## src/rtl/uart_tx_feeder.sv

```systemverilog
// Buffers bytes in a small FIFO and feeds them one at a time to an AXI-Lite UART,
// polling its TX-FIFO-full status bit before every data write.
module uart_tx_feeder #(
    parameter int FIFO_DEPTH = 16,
    parameter int POLL_GAP   = 4,
    parameter bit INIT_CTRL  = 1'b1
) (
    input  logic        clk,
    input  logic        rst,
    input  logic [7:0]  data,
    input  logic        valid,
    output logic        ready,
    output logic [3:0]  awaddr,
    output logic        awvalid,
    input  logic        awready,
    output logic [31:0] wdata,
    output logic [3:0]  wstrb,
    output logic        wvalid,
    input  logic        wready,
    input  logic [1:0]  bresp,
    input  logic        bvalid,
    output logic        bready,
    output logic [3:0]  araddr,
    output logic        arvalid,
    input  logic        arready,
    input  logic [31:0] rdata,
    input  logic [1:0]  rresp,
    input  logic        rvalid,
    output logic        rready,
    output logic        busy,
    output logic        err
);

    localparam int PTR_W = $clog2(FIFO_DEPTH);
    localparam int CNT_W = PTR_W + 1;
    localparam int GAP_W = (POLL_GAP > 1) ? $clog2(POLL_GAP) : 1;

    localparam logic [CNT_W-1:0] DEPTH_C   = CNT_W'(FIFO_DEPTH);
    localparam logic [GAP_W-1:0] GAP_LAST  = GAP_W'(POLL_GAP - 1);
    localparam logic [3:0]       CTRL_ADDR = 4'hC;
    localparam logic [3:0]       STAT_ADDR = 4'h8;
    localparam logic [3:0]       TXD_ADDR  = 4'h4;
    localparam logic [31:0]      CTRL_INIT = 32'h0000_0003;

    typedef enum logic [2:0] {
        S_INIT_W, S_INIT_B, S_IDLE, S_AR, S_R, S_GAP, S_W, S_B
    } state_t;

    state_t           state;
    logic             init_pending;
    logic             aw_done;
    logic             w_done;
    logic [GAP_W-1:0] gap_cnt;

    logic [7:0]       mem [FIFO_DEPTH];
    logic [PTR_W-1:0] wr_ptr;
    logic [PTR_W-1:0] rd_ptr;
    logic [CNT_W-1:0] count;
    logic [7:0]       head;
    logic             push;
    logic             pop;
    logic             aw_fin;
    logic             w_fin;
    logic             unused_rdata;

    assign ready  = (count < DEPTH_C);
    assign push   = valid && ready;
    assign pop    = (state == S_B) && bvalid && bready;
    assign head   = mem[rd_ptr];
    assign busy   = (count != '0) || (state != S_IDLE);
    assign wstrb  = 4'b1111;
    assign aw_fin = aw_done || (awvalid && awready);
    assign w_fin  = w_done || (wvalid && wready);

    assign unused_rdata = ^{rdata[31:4], rdata[2:0]};

    // NOTE: storage array has no reset; only pointers and count define contents.
    always_ff @(posedge clk) begin
        if (push) begin
            mem[wr_ptr] <= data;
        end
    end

    // NOTE: sequential state uses non-blocking assignments so every flop samples pre-edge values.
    always_ff @(posedge clk or negedge rst) begin
        if (!rst) begin
            wr_ptr <= '0;
            rd_ptr <= '0;
            count  <= '0;
        end else begin
            if (push) begin
                wr_ptr <= wr_ptr + PTR_W'(1);
            end
            if (pop) begin
                rd_ptr <= rd_ptr + PTR_W'(1);
            end
            if (push && !pop) begin
                count <= count + CNT_W'(1);
            end else if (pop && !push) begin
                count <= count - CNT_W'(1);
            end
        end
    end

    always_ff @(posedge clk or negedge rst) begin
        if (!rst) begin
            state        <= S_IDLE;
            init_pending <= INIT_CTRL;
            awaddr       <= '0;
            awvalid      <= 1'b0;
            wdata        <= '0;
            wvalid       <= 1'b0;
            bready       <= 1'b0;
            araddr       <= '0;
            arvalid      <= 1'b0;
            rready       <= 1'b0;
            err          <= 1'b0;
            aw_done      <= 1'b0;
            w_done       <= 1'b0;
            gap_cnt      <= '0;
        end else begin
            unique case (state)
                S_IDLE: begin
                    if (init_pending) begin
                        init_pending <= 1'b0;
                        awaddr       <= CTRL_ADDR;
                        wdata        <= CTRL_INIT;
                        awvalid      <= 1'b1;
                        wvalid       <= 1'b1;
                        aw_done      <= 1'b0;
                        w_done       <= 1'b0;
                        state        <= S_INIT_W;
                    end else if (count != '0) begin
                        state <= S_AR;
                    end
                end

                // arvalid is raised one cycle after entry, then held until accepted.
                S_AR: begin
                    if (!arvalid) begin
                        araddr  <= STAT_ADDR;
                        arvalid <= 1'b1;
                    end else if (arready) begin
                        arvalid <= 1'b0;
                        rready  <= 1'b1;
                        state   <= S_R;
                    end
                end

                S_R: begin
                    if (rvalid) begin
                        rready <= 1'b0;
                        if (rresp != 2'b00 || rdata[3]) begin
                            if (rresp != 2'b00) begin
                                err <= 1'b1;
                            end
                            gap_cnt <= '0;
                            state   <= S_GAP;
                        end else begin
                            awaddr  <= TXD_ADDR;
                            wdata   <= {24'h0, head};
                            awvalid <= 1'b1;
                            wvalid  <= 1'b1;
                            aw_done <= 1'b0;
                            w_done  <= 1'b0;
                            state   <= S_W;
                        end
                    end
                end

                S_GAP: begin
                    if (gap_cnt == GAP_LAST) begin
                        state <= S_AR;
                    end else begin
                        gap_cnt <= gap_cnt + GAP_W'(1);
                    end
                end

                // Address and data channels complete independently; leave once both are done.
                S_W, S_INIT_W: begin
                    if (awvalid && awready) begin
                        awvalid <= 1'b0;
                        aw_done <= 1'b1;
                    end
                    if (wvalid && wready) begin
                        wvalid <= 1'b0;
                        w_done <= 1'b1;
                    end
                    if (aw_fin && w_fin) begin
                        bready <= 1'b1;
                        state  <= (state == S_W) ? S_B : S_INIT_B;
                    end
                end

                S_B, S_INIT_B: begin
                    if (bvalid) begin
                        bready <= 1'b0;
                        if (bresp != 2'b00) begin
                            err <= 1'b1;
                        end
                        state <= S_IDLE;
                    end
                end

                default: state <= S_IDLE;
            endcase
        end
    end

endmodule
```

## config.mk

```make
export PLATFORM = sky130hd
export DESIGN_NAME = uart_tx_feeder
export DESIGN_NICKNAME = d
export VERILOG_FILES = /design/src/rtl/uart_tx_feeder.sv
export SDC_FILE = /design/constraint.sdc
export NUM_CORES = 1
export LEC_CHECK = 0
export CAP_MARGIN = 25
export CORE_ASPECT_RATIO = 0.6
export CORE_MARGIN = 3
export CORE_UTILIZATION = 45
export DETAILED_ROUTE_END_ITERATION = 8
export GPL_ROUTABILITY_DRIVEN = 0
export GPL_TIMING_DRIVEN = 0
export HOLD_SLACK_MARGIN = 0.12
export PLACE_DENSITY = 0.68
export SLEW_MARGIN = 40
export SYNTH_ARGS = -nofsm -noshare
export SYNTH_HDL_FRONTEND = slang
export SYNTH_SLANG_ARGS = --single-unit
```

## constraint.sdc

```tcl
create_clock -name clk -period 2.8 [get_ports clk]
set_input_delay 0.28 -clock clk [delete_from_list [all_inputs] [get_ports clk]]
set_output_delay 0.28 -clock clk [all_outputs]
set_load 0.005 [all_outputs]
```

==> reports/results.tsv, run 1 <==
stage	metric	value	unit
worst_setup_path	cp.required	3.12	ns
logic_synthesis	yosysWarnings	0	
logic_synthesis	async_reset_ff_share	22.9	%
logic_synthesis	ys.flop_type	edfxtp_1	
logic_synthesis	yosys.area.top_type	edfxtp_1	
placement	io_buffers	39	
worst_setup_path	rrSetupSlack	0.21	ns
timing	timing.final.ws_setup	0.212	ns
clock_tree	clk-insertion-delay-late	0.42	ns
grt	grt-ovfl-total	0	
grt	grt_max_degree	39	
logic_synthesis	synth_cell_types	46	
worst_setup_path	rr_startpoint	state[1]	
placement	placed_area	7890	sq um
logic_synthesis	avgSynthCellArea	16.0	sq um
worst_setup_path	cp-startpoint	state[1]	
timing	hold_viol	0	
finish	layout_common_cells	edfxtp_1 (128), clkdlybuf4s50_1 (38), dfrtp_1 (36)	
logic_synthesis	yosysSeqAreaShare	67.2	%
floorplan	die_area	17500	sq um
detailed_routing	drt_iter0_drc	414	
timing	slew_headroom	45.8	%
worst_setup_path	cp_max_fo	10	
floorplan	start_util	47.7	%
worst_hold_path	hp-class	input pin to async pin	
grt	antenna_found_initial	0	
floorplan	ios	104	
timing	min_period	2.59	ns
logic_synthesis	synth_top_area_share	53.9	%
placement	pre_cts_ws	-0.0432	ns
logic_synthesis	synth_seq_cells	166	
detailed_routing	wl_per_cell	20.3	um
logic_synthesis	syn_inst	445	
job	maxCapViolCount	0	
logic_synthesis	synth_edf_count	128	
power_and_ir_drop	total_leakage_power	3.09	nW
finish	fillCellCount	1171	
detailed_routing	ant_nets	0	
worst_setup_path	arrival	2.91	ns
power_and_ir_drop	p_per_area	901	nW/um^2
power_and_ir_drop	max-vdd-ir-drop	0.000423	V
grt	grt_pass1_wl	23600	um
detailed_routing	drt-pass1-iter-count	4	
finish	fin_area	8500	sq um
timing	finClkSkew	0.0144	ns
clock_tree	cts_tree	yes	
outcome	status	finished clean	
grt	grtUsageTotal	18.1	%
finish	area_growth	19.2	%
worst_setup_path	worst-setup-path-type	flop to flop	
timing	period_share	92.4	%
logic_synthesis	mappedNetlistArea	7140	sq um
worst_setup_path	r2r-end	count[4]	
clock_tree	path_clk_slew	0.07	ns
clock_tree	cts_buffers	17	
finish	layout_commonest_cell	edfxtp_1	
detailed_routing	num_vias	4040	
detailed_routing	remaining_drc_errors	0	
detailed_routing	post_drt_via_cell_ratio	5.42	
timing	slew_violations	0	
finish	multi_input_area	2100	sq um
clock_tree	cts_buffer_depth	2	
finish	fin_nets	598	
finish	num_antenna_cells	0	
timing	fmax	386	MHz
worst_setup_path	worst_setup_path_end_kind	flop	
clock_tree	cts_root_buf	clkbuf_16	
logic_synthesis	yosys-top-cells-area	edfxtp_1 (54%), dfrtp_1 (13%), mux4_2 (9.8%)	
placement	hpwl	10600	um
timing	worstMarginPinSlew	0.813	ns
floorplan	die_height	104	um
finish	drive_gt1_share	21.9	%
timing	finalSetupTns	0	ns
floorplan	fp.dieW	169	um
finish	final_util	56.8	%
floorplan	core_region_area	15000	sq um
timing	rsz0062_at_grt	false	
finish	seqCellArea	4800	sq um
timing	setup_violations	0	
worst_setup_path	start_kind	flop	
detailed_routing	routed_wl	15100	um
grt	grt_pass1_vias	4015	
clock_tree	h-tree-depth	4	
worst_setup_path	reg2reg_depth	12	
floorplan	rows	34	
clock_tree	cts.sinks	166	
==> report_power, final <==
part	internal [mW]	switching (mW)
clock	1.35	0.931
sequential	2.99	0.200
combinational	1.10	1.09
==> state kept, by name, indices dropped and copies added, names as in the netlist <==
register      count
mem             128
wdata             8
count             5
rd_ptr            4
wr_ptr            4
state             3
awaddr            2
gap_cnt           2
araddr            1
arvalid           1
aw_done           1
awvalid           1
bready            1
err               1
init_pending      1
rready            1
w_done            1
wvalid            1
==> how the worst max path moves through the flow <==
stage / endpoint / slack [ns] / cells after the start
after floorplan: count[4] / 0.43 / 12
after global routing: count[4] / 0.02 / 12
final: count[4] / 0.21 / 12
after detailed placement: count[4] / -0.04 / 12
after CTS: count[4] / 0.09 / 12
after global placement: wdata[1] / -0.02 / 6
==> stage by stage <==
step,total power [mW],cells,hold slack [ns]
global placement,5.34,713,0.450
floorplan,4.71,476,-0.0156
CTS,7.69,746,0.390
finish,7.66,746,0.366
global route,8.07,746,0.416
detailed placement,5.43,713,0.307
==> cells by family after synthesis <==
family | Yosys count | share of synthesized area, %
other | 2 | 0.105
adder cells (fa/ha/maj) | 11 | 2.03
multiplexers | 47 | 12.2
AO/OA/AOI/OAI | 59 | 5.47
XOR/XNOR | 11 | 1.35
AND/OR/NAND/NOR | 92 | 6.51
flip-flops | 166 | 67.2
buffers and inverters | 57 | 5.08
==> timing repair <==
action | 4_1_cts | 5_1_grt
endpoints found under the setup margin | 0 | 1
setup buffers | 0 | 0
resized for setup | 0 | 2
hold buffers | 1 | 0
endpoints found under the hold margin | 36 | 0
==> synthesized netlist by cell type, drive strengths merged (4+ instances only) <==
library cell  count
and2             17
nand3             6
inv               6
nand2            22
ha               10
nor2             23
dfrtp            36
xnor2            10
mux2             11
nor2b             7
clkbuf            8
nand2b            4
a21oi            13
buf              42
a21o              6
nor3              4
a221o             5
mux4             31
edfxtp          128
o21ai            17
mux2i             5
==> critical path, stage by stage, from the launching register on <==
cell and delay [ns]:
dfstp_2 0.52, buf_2 0.19, nand2_1 0.15, nor2_4 0.17
inv_1 0.11, ha_1 0.22, inv_1 0.15, ha_1 0.29
a21o_1 0.19, a21oi_1 0.17, xnor2_1 0.13, nor2_1 0.07
xnor2_1 0.13
==> cell type report <==
cell class	count	area share, %
buffer	50	3.96
tap	198	2.91
sequential	166	56.4
timing repair buffer	40	4.68
multi-input combinational	253	24.7
clock buffer	24	6.30
inverter	7	0.309
clock inverter	8	0.677
==> routing by layer <==
layer  GRT usage [%]  share of wire (%)  up-vias
met5               0                  0        -
met4            4.61               0.82        0
met3            4.95                8.2       16
met2            25.2                 43      164
met1            28.2                 48     2039
li1                -                  -     1821
(Power assumes the default switching activity.)
==> inputs of run 2 (changes only) <==
--- a/config.mk
+++ b/config.mk
@@ -14,6 +14,7 @@
 export GPL_TIMING_DRIVEN = 0
 export HOLD_SLACK_MARGIN = 0.12
 export PLACE_DENSITY = 0.68
+export SKIP_CTS_REPAIR_TIMING = 1
 export SLEW_MARGIN = 40
 export SYNTH_ARGS = -nofsm -noshare
 export SYNTH_HDL_FRONTEND = slang
==> results of run 2 <==
The final DEF is identical to that of run 1; final timing and power are the same.
